===== config.mk =====
export PLATFORM = sky130hd
export DESIGN_NAME = ss_write_data_flat
export DESIGN_NICKNAME = d
export VERILOG_FILES = /design/src/rtl/ss_write_data_if.sv /design/src/rtl/ss_write_data.sv /design/src/flat_wrapper.sv
export SDC_FILE = /design/constraint.sdc
export NUM_CORES = 1
export LEC_CHECK = 0
export CAP_MARGIN = 10
export CORE_MARGIN = 2
export CORE_UTILIZATION = 65
export DETAILED_ROUTE_END_ITERATION = 8
export DONT_BUFFER_PORTS = 1
export MAX_ROUTING_LAYER = met4
export PLACE_DENSITY = 0.8
export SLEW_MARGIN = 20
export SYNTH_ARGS = -nofsm -noshare
export SYNTH_HDL_FRONTEND = slang
export SYNTH_SLANG_ARGS = --single-unit

===== constraint.sdc =====
create_clock -name i_clk -period 3.7 [get_ports i_clk]
set_clock_uncertainty 0.05 [all_clocks]
set_input_delay 0.74 -clock i_clk [delete_from_list [all_inputs] [get_ports i_clk]]
set_output_delay 0.74 -clock i_clk [all_outputs]
set_load 0.01 [all_outputs]

===== src/rtl/ss_write_data_if.sv =====
// Stream-in / RAM-write-out bus for the seven-segment RAM fill stage.
// Handshake: a word transfers on a rising clock edge where i_data_valid and
// o_ready are both high; i_data_last is only meaningful together with
// i_data_valid; o_we_ram qualifies o_addr_ram/o_data_ram for one cycle.
interface ss_write_data_if #(
   parameter int SIZE_ADDR = 6,
   parameter int SIZE_DATA = 8
);
   logic [SIZE_DATA-1:0] i_data_in;
   logic                 i_data_valid;
   logic                 i_data_last;
   logic                 o_ready;
   logic                 o_we_ram;
   logic [SIZE_ADDR-1:0] o_addr_ram;
   logic [SIZE_DATA-1:0] o_data_ram;

   // Producer side: drives the stream, observes ready and the RAM strobe.
   modport master (
      output i_data_in, i_data_valid, i_data_last,
      input  o_ready, o_we_ram, o_addr_ram, o_data_ram
   );

   // Fill stage side: consumes the stream, drives ready and the RAM port.
   modport slave (
      input  i_data_in, i_data_valid, i_data_last,
      output o_ready, o_we_ram, o_addr_ram, o_data_ram
   );
endinterface


===== src/rtl/ss_write_data.sv =====
// Fill stage: writes a valid-qualified word stream into the display RAM from
// a programmable base address, tracks the written range and pulses done one
// cycle after the final write strobe so the read stage sees a filled RAM.
module ss_write_data #(
   parameter int SIZE_ADDR = 6,
   parameter int SIZE_DATA = 8
) (
   input  logic                 i_clk,
   input  logic                 i_rst_n,
   input  logic                 i_start_write_data,
   input  logic [SIZE_ADDR-1:0] i_base_addr,
   ss_write_data_if.slave       bus,
   output logic [SIZE_ADDR-1:0] o_si_ram,
   output logic [SIZE_ADDR-1:0] o_ei_ram,
   output logic [SIZE_ADDR:0]   o_count,
   output logic                 o_overflow,
   output logic                 o_done_write_data,
   output logic [1:0]           o_dbg_state
);

   typedef enum logic [1:0] {
      ST_IDLE  = 2'd0,
      ST_WRITE = 2'd1,
      ST_DONE  = 2'd2
   } state_t;

   localparam int unsigned          CAP      = 1 << SIZE_ADDR;
   localparam logic [SIZE_ADDR:0]   FULL_CNT = CAP[SIZE_ADDR:0];

   state_t               r_state;
   state_t               w_state_nxt;
   logic                 r_start_d;

   logic                 r_ready;
   logic                 r_we;
   logic [SIZE_ADDR-1:0] r_addr;
   logic [SIZE_DATA-1:0] r_data;
   logic [SIZE_ADDR-1:0] r_ptr;
   logic [SIZE_ADDR-1:0] r_si;
   logic [SIZE_ADDR-1:0] r_ei;
   logic [SIZE_ADDR:0]   r_cnt;
   logic                 r_ovf;
   logic                 r_done;

   logic                 w_ready_nxt;
   logic                 w_we_nxt;
   logic [SIZE_ADDR-1:0] w_addr_nxt;
   logic [SIZE_DATA-1:0] w_data_nxt;
   logic [SIZE_ADDR-1:0] w_ptr_nxt;
   logic [SIZE_ADDR-1:0] w_si_nxt;
   logic [SIZE_ADDR-1:0] w_ei_nxt;
   logic [SIZE_ADDR:0]   w_cnt_nxt;
   logic                 w_ovf_nxt;
   logic                 w_done_nxt;

   logic                 w_start_edge;
   logic                 w_in_write;
   logic                 w_accept;
   logic                 w_end;
   logic [SIZE_ADDR:0]   w_cnt_inc;

   // A held-high start level produces a single edge; only IDLE listens to it.
   assign w_start_edge = i_start_write_data & ~r_start_d;
   assign w_in_write   = (r_state == ST_WRITE);
   // r_ready is already low when full, so a full-time word is never accepted.
   assign w_accept     = w_in_write & bus.i_data_valid & r_ready;
   // The session closes on a last word even if it is dropped while full.
   assign w_end        = w_in_write & bus.i_data_valid & bus.i_data_last;
   assign w_cnt_inc    = r_cnt + 1'b1;

   // Previous sample of the start level for rising-edge detection.
   always_ff @(posedge i_clk or negedge i_rst_n) begin
      if (!i_rst_n) r_start_d <= 1'b0;
      else          r_start_d <= i_start_write_data;
   end

   // State register.
   always_ff @(posedge i_clk or negedge i_rst_n) begin
      if (!i_rst_n) r_state <= ST_IDLE;
      else          r_state <= w_state_nxt;
   end

   // Next-state: IDLE -> WRITE on start edge, WRITE -> DONE on last, DONE lasts one cycle.
   always_comb begin
      w_state_nxt = r_state;
      case (r_state)
         ST_IDLE:  if (w_start_edge) w_state_nxt = ST_WRITE;
         ST_WRITE: if (w_end)        w_state_nxt = ST_DONE;
         ST_DONE:                    w_state_nxt = ST_IDLE;
         default:                    w_state_nxt = ST_IDLE;
      endcase
   end

   // Output/datapath next values; everything holds unless the state says otherwise.
   always_comb begin
      w_ready_nxt = r_ready;
      w_we_nxt    = 1'b0;
      w_addr_nxt  = r_addr;
      w_data_nxt  = r_data;
      w_ptr_nxt   = r_ptr;
      w_si_nxt    = r_si;
      w_ei_nxt    = r_ei;
      w_cnt_nxt   = r_cnt;
      w_ovf_nxt   = r_ovf;
      w_done_nxt  = 1'b0;
      case (r_state)
         ST_IDLE: begin
            w_ready_nxt = 1'b0;
            if (w_start_edge) begin
               w_ptr_nxt   = i_base_addr;
               w_si_nxt    = i_base_addr;
               w_ei_nxt    = i_base_addr;
               w_cnt_nxt   = '0;
               w_ovf_nxt   = 1'b0;
               w_ready_nxt = 1'b1;
            end
         end
         ST_WRITE: begin
            if (w_accept) begin
               w_we_nxt   = 1'b1;
               w_addr_nxt = r_ptr;
               w_data_nxt = bus.i_data_in;
               w_ei_nxt   = r_ptr;
               w_ptr_nxt  = r_ptr + 1'b1;
               w_cnt_nxt  = w_cnt_inc;
               if (w_cnt_inc == FULL_CNT) w_ready_nxt = 1'b0;
            end
            if (bus.i_data_valid && !r_ready) w_ovf_nxt = 1'b1;
            if (w_end) w_ready_nxt = 1'b0;
         end
         ST_DONE: begin
            w_ready_nxt = 1'b0;
            w_done_nxt  = 1'b1;
         end
         default: begin
            w_ready_nxt = 1'b0;
         end
      endcase
   end

   // Registered outputs: one stage between accept and RAM strobe.
   always_ff @(posedge i_clk or negedge i_rst_n) begin
      if (!i_rst_n) begin
         r_ready <= 1'b0;
         r_we    <= 1'b0;
         r_addr  <= '0;
         r_data  <= '0;
         r_ptr   <= '0;
         r_si    <= '0;
         r_ei    <= '0;
         r_cnt   <= '0;
         r_ovf   <= 1'b0;
         r_done  <= 1'b0;
      end else begin
         r_ready <= w_ready_nxt;
         r_we    <= w_we_nxt;
         r_addr  <= w_addr_nxt;
         r_data  <= w_data_nxt;
         r_ptr   <= w_ptr_nxt;
         r_si    <= w_si_nxt;
         r_ei    <= w_ei_nxt;
         r_cnt   <= w_cnt_nxt;
         r_ovf   <= w_ovf_nxt;
         r_done  <= w_done_nxt;
      end
   end

   assign bus.o_ready        = r_ready;
   assign bus.o_we_ram       = r_we;
   assign bus.o_addr_ram     = r_addr;
   assign bus.o_data_ram     = r_data;
   assign o_si_ram           = r_si;
   assign o_ei_ram           = r_ei;
   assign o_count            = r_cnt;
   assign o_overflow         = r_ovf;
   assign o_done_write_data  = r_done;
   assign o_dbg_state        = r_state;

endmodule

===== src/flat_wrapper.sv =====
// flat-port wrapper written by rule: the top's interface ports become plain ports
module ss_write_data_flat 
#(
   parameter int SIZE_ADDR = 6,
   parameter int SIZE_DATA = 8
)
  (i_clk, i_rst_n, i_start_write_data, i_base_addr, o_si_ram, o_ei_ram, o_count, o_overflow, o_done_write_data, o_dbg_state, bus_i_data_in, bus_i_data_valid, bus_i_data_last, bus_o_ready, bus_o_we_ram, bus_o_addr_ram, bus_o_data_ram);
  ss_write_data_if #(.SIZE_ADDR(SIZE_ADDR), .SIZE_DATA(SIZE_DATA)) bus_i ();
  input  logic i_clk;
  input  logic i_rst_n;
  input  logic i_start_write_data;
  input  logic [SIZE_ADDR-1:0] i_base_addr;
  output logic [SIZE_ADDR-1:0] o_si_ram;
  output logic [SIZE_ADDR-1:0] o_ei_ram;
  output logic [SIZE_ADDR:0] o_count;
  output logic o_overflow;
  output logic o_done_write_data;
  output logic [1:0] o_dbg_state;
  input wire logic [$bits(bus_i.i_data_in)-1:0] bus_i_data_in;
  input wire logic [$bits(bus_i.i_data_valid)-1:0] bus_i_data_valid;
  input wire logic [$bits(bus_i.i_data_last)-1:0] bus_i_data_last;
  output wire logic [$bits(bus_i.o_ready)-1:0] bus_o_ready;
  output wire logic [$bits(bus_i.o_we_ram)-1:0] bus_o_we_ram;
  output wire logic [$bits(bus_i.o_addr_ram)-1:0] bus_o_addr_ram;
  output wire logic [$bits(bus_i.o_data_ram)-1:0] bus_o_data_ram;
  assign bus_i.i_data_in = bus_i_data_in;
  assign bus_i.i_data_valid = bus_i_data_valid;
  assign bus_i.i_data_last = bus_i_data_last;
  assign bus_o_ready = bus_i.o_ready;
  assign bus_o_we_ram = bus_i.o_we_ram;
  assign bus_o_addr_ram = bus_i.o_addr_ram;
  assign bus_o_data_ram = bus_i.o_data_ram;
  ss_write_data #(.SIZE_ADDR(SIZE_ADDR), .SIZE_DATA(SIZE_DATA)) u_core (.i_clk(i_clk), .i_rst_n(i_rst_n), .i_start_write_data(i_start_write_data), .i_base_addr(i_base_addr), .bus(bus_i), .o_si_ram(o_si_ram), .o_ei_ram(o_ei_ram), .o_count(o_count), .o_overflow(o_overflow), .o_done_write_data(o_done_write_data), .o_dbg_state(o_dbg_state));
endmodule

Word-level counts from Yosys, hierarchy flattened
Index checks and enable logic that the tools add are counted.

operators by class
  add/subtract/negate cells = 2
  equal/unequal tests = 9
  multiplexer cells = 22
  bitwise logic cells = 5
  reduce and logical (&&, ||, !) cells = 10

operators with widths
  kind                   count
  $pmux W6 S2            2
  $mux W6                3
  $mux W7                2
  $pmux W7 S2            1
  $mux W1                9
  $reduce_and A2 Y1      4
  $add A7 B1 Y7 const B  1
  $eq A7 B7 Y1 const B   1
  $add A6 B1 Y6 const B  1
  $ne A2 B2 Y1 const B   3
  $ne A3 B3 Y1 const B   2
  $reduce_and A3 Y1      2
  $and A1 B1 Y1          4
  $mux W2                2
  $pmux W1 S2            2
  $pmux W2 S2            1
  $eq A2 B1 Y1 const B   1
  $eq A2 B2 Y1 const B   1
  $logic_not A2 Y1       1
  $ne A2 B1 Y1 const B   1
  $reduce_bool A2 Y1     1
  $logic_and A1 B1 Y1    1
  $logic_not A1 Y1       1
  $not A1 Y1             1

storage, ports and cells
  flip-flop bits (word level) = 46
  input port bits = 19
  output and inout bits = 39
  logic and storage cells = 60

Logic depth before layout (Yosys ltp)
  depth in word-level cells = 6
  depth in mapped cells = 6
  gate-level depth less buffers = 5

Least setup slack after synthesis
OpenSTA, ideal clock, no wires.

  path kind = input to register
  from = input port i_start_write_data
  to = register u_core.r_cnt[2] (netlist: u_core.o_count[2])
  library setup time = 0.134 ns
  arrival = 1.675 ns
  required time = 3.516 ns
  setup slack = 1.840 ns
  cell stages on the path = 5
  buffers on the path = 1
  cell sequence = or3b_4 a21o_1 buf_6 o21ai_2 o31ai_2

on the way
  word-level cells in the longest chain between the ends = 3

ends and longest elaborated chain
  element                             RTL line              text
  from (decl)                         flat_wrapper.sv:11    input logic i_start_write_data;
  $and A1 B1 Y1                       ss_write_data.sv:63   assign w_start_edge = i_start_write_data & ~r_start_d;
  $ne A2 B1 Y1 (no source line)       -
  $reduce_and A3 Y1 (no source line)  -
  to (signal assigned)                ss_write_data.sv:162  r_cnt <= w_cnt_nxt;
  to (decl)                           ss_write_data.sv:41   logic [SIZE_ADDR:0] r_cnt;

Every way passes these cells.
A chain may end at the register's enable or synchronous reset.

Final worst setup path
  from = register u_core.r_state[0] (netlist: u_core.o_dbg_state[0])
  to = register u_core.r_ptr[4]

on the way
  word-level cells in the longest chain between the ends = 5
  elaborated cells between the ends (all ways) = 9
  those cells by class = eq/ne (3); mux (1); bitwise (2); reduce/logical (3)

ends and longest elaborated chain
  element                             RTL line                                   text
  from (decl)                         ss_write_data.sv:30                        state_t r_state;
  from (signal assigned)              ss_write_data.sv:80                        else r_state <= w_state_nxt;
  $eq A2 B1 Y1                        ss_write_data.sv:64, ss_write_data.sv:106
  $and A1 B1 Y1 (2 in a row)          ss_write_data.sv:66                        assign w_accept = w_in_write & bus.i_data_valid & r_ready;
  $ne A2 B2 Y1 (no source line)       -
  $reduce_and A3 Y1 (no source line)  -
  to (signal assigned)                ss_write_data.sv:159                       r_ptr <= w_ptr_nxt;
  to (decl)                           ss_write_data.sv:38                        logic [SIZE_ADDR-1:0] r_ptr;

Several ways; a longest one is shown, not always the timed one.

==> impl_metrics.yaml <==
timing:
  min_period_over_period_pct: 54.6
  finalMaxSlewViolations: 0
  timing.final.crit_period_ps: 2020
  tightest_slew_ps: 1010
  setup-tns-final_ps: 0
  grt_setup_unrepaired: "false"
  finalSetupViolCount: 0
  fmax_mhz: 495
  slew_headroom_pct: 32.6
  hold_viol: 0
cts:
  cts_tree: "built"
  cts_max_level: 2
  hold_buffers: 1
  path_clk_slew_ps: 130
  clkLatencyLatePin_ps: 350
  clk_path_buf_depth: 2
  cts_root_buf: "clkbuf_4"
  cts-resized-gates: 0
  post_cts_buffers: 0
  numClockSinks: 46
  cts_buffers: 5
synthesis:
  synth_seq_cells: 46
  syn_inst: 206
  yosys.cell_count.top_type: "nand2_1"
  synthesis.area_sq_mm: 0.00203
  yosys-top-cells-area: "dfrtp_1 (57%), nand2_1 (12%), mux2_2 (3.3%), a31oi_1 (3.1%), o21ai_0 (2.5%)"
  synthAdderAreaFrac_pct: 1.23
  synth_compound_area_share_pct: 13.6
  synthTopCellsByCount: "nand2_1 (63), dfrtp_1 (46), nor2_1 (11)"
  post-synth-top-area-cell: "dfrtp_1"
  yosysSeqAreaShare_pct: 56.7
  yosys.area_share.xor_xnor_pct: 0.431
  synth_top_area_share_pct: 56.7
  synth_mux_area_share_pct: 3.33
  avgSynthCellArea_sq_um: 9.86
  synthFlopType: "dfrtp_1"
  postSynth.asyncResetShare_pct: 100
  yosys.area_share.simple_pct: 21.4
  yosys_warnings: 0
  synth_top_family_by_area: "simple AND/OR/NAND/NOR gates"
  syn_nets: 227
  synth_edf_count: 0
  synth.distinct_cells: 36
route:
  drcViolationCount: 0
  dr.pass1.iters: 4
  routed_wl_mm: 3.84
  wire_per_inst_um: 16.0
  drt-initial-drc-count: 78
  vias_per_cell: 6.22
  final_antenna_net_count: 0
  vias: 1492
placement:
  place_area_sq_mm: 0.00202
  port_buffers: 0
  place_hpwl_mm: 2.69
  gp_congestion: 0.775
worst_setup_path:
  cp.required_ps: 3880
  r2r_start: "u_core.o_dbg_state[0]$_DFFE_PN0P_"
  worstSetupStartpoint: "u_core.o_dbg_state[0]$_DFFE_PN0P_"
  worst_ep_arrival_time_ps: 2200
  worst_r2r_endpoint: "u_core.r_ptr[4]$_DFFE_PN0P_"
  reg2reg_depth: 4
  r2r_slack_ps: 1680
  worstPathMaxFanout: 17
  start_kind: "register"
  cp-end-kind: "register"
  path_class: "reg2reg"
  crit_end: "u_core.r_ptr[4]$_DFFE_PN0P_"
floorplan:
  initial_core_util_pct: 67.6
  die_w_um: 59.9
  core_area_sq_mm: 0.00300
  pin_count: 58
  rows: 20
  die_h_um: 59.9
  dieArea_sq_mm: 0.00359
final_layout:
  diodes: 0
  nets: 227
  area_growth_pct: 4.87
  drive_above_1_share_pct: 10.1
  final_area_sq_mm: 0.00213
pwr:
  finalPower_mw: 1.52
  power.density_mw_per_mm2: 713
  ir_worst_vdd_mv: 0.390
  p_leak_nw: 1.00
global_routing:
  grt_pass1_wl_mm: 6.13
  grt_pass1_vias: 1444
  track_usage_pct: 23.7
  grt_max_degree: 47
  antenna_found_initial: 0
  globalRoute.totalOverflow: 0
hold_path:
  min_path_type: "in2async"
run:
  max_cap_violations: 0
status:
  status: "complete, no violations"
## report_power, final
group	leakage, nW	total [mW]	switching, mW	internal (mW)
Clock	0.0450	0.298	0.158	0.140
Sequential	0.570	0.914	0.233	0.681
Combinational	0.386	0.308	0.171	0.136
## registers in the layout, summed over array words and instances (netlist names)
signal and count:
u_core.o_dbg_state 2, u_core.o_done_write_data 1, u_core.o_overflow 1, u_core.bus.o_data_ram 8
u_core.o_si_ram 6, u_core.r_start_d 1, u_core.bus.o_we_ram 1, u_core.bus.o_ready 1
u_core.r_ptr 6, u_core.bus.o_addr_ram 6, u_core.o_count 7, u_core.o_ei_ram 6
## worst min path at each step
stage	startpoint	to	slack, ps	cells past startpoint
detailed placement	i_rst_n	u_core.o_si_ram[4]$_DFFE_PN0P_	400	0
global placement	i_rst_n	u_core.o_ei_ram[3]$_DFFE_PN0P_	400	0
CTS	i_rst_n	u_core.bus.o_data_ram[3]$_DFFE_PN0P_	150	1
finish	i_rst_n	u_core.o_ei_ram[5]$_DFFE_PN0P_	160	1
global route	i_rst_n	u_core.o_ei_ram[5]$_DFFE_PN0P_	130	1
floorplan	i_rst_n	u_core.bus.o_addr_ram[0]$_DFFE_PN0P_	390	0
## stage by stage
stage	utilization [%]	hold slack [ps]	setup WS [ps]	instances
4_1_cts	70.9	152	1700	240
5_1_grt	70.9	134	1520	240
3_3_place_gp	67.4	395	1710	231
6_report	70.9	159	1680	240
3_5_place_dp	67.4	395	1630	231
2_1_floorplan	-	394	1840	206
## area by class of cell
| cell class | instances | area (sq um) |
|---|---|---|
| clock buffers | 5 | 37.5 |
| clock inverters | 3 | 40.0 |
| fillers | 204 | 873 |
| inverters | 3 | 11.3 |
| repair buffers | 2 | 35.0 |
| multi-input cells | 148 | 813 |
| flip-flops and latches | 46 | 1150 |
| well taps | 33 | 41.3 |
## layout by cell type, fill, tap and decap left out, drive strengths merged
cell      n
buf       2
clkbuf    5
o21ai    13
nor2     11
nand3b    1
and3      4
nand3     5
inv       2
nor4      1
nor2b     2
o31a      1
bufinv    1
a2111oi   1
nand4b    1
or3b      1
clkinv    3
a31oi    10
nand2b    4
nor4b     1
ha        2
xnor2     1
o31ai     2
nand2    63
and2      1
a2bb2oi   1
o41ai     1
o22ai     3
dfrtp    46
mux2      6
a21o      2
nand4     1
a21oi     9
## metal layers
metal,vias up,track usage [%],wire (um)
met3,10,8.23,234
met2,43,36.2,1870
met1,730,28.2,1650
li1,709,-,-
met4,0,10.8,82
met5,-,-,0
## kinds of logic (layout without fill, tap and decap cells)
| logic type | Yosys count | after routing |
|---|---|---|
| DFF | 46 | 46 |
| buffers and inverters | 12 | 13 |
| adders and majority gates | 2 | 2 |
| and+or+nand+nor | 96 | 96 |
| AOI/OAI and AO/OA | 43 | 43 |
| xor gates and xnor gates | 1 | 1 |
| muxes | 6 | 6 |
## critical path, cell delays in order, from the launching register on
cell and delay [ps]:
dfrtp_1 570, nor2b_1 850, nand2_1 170, o22ai_1 170, a21oi_1 90
Note: power is estimated with default switching activity, not from simulation.
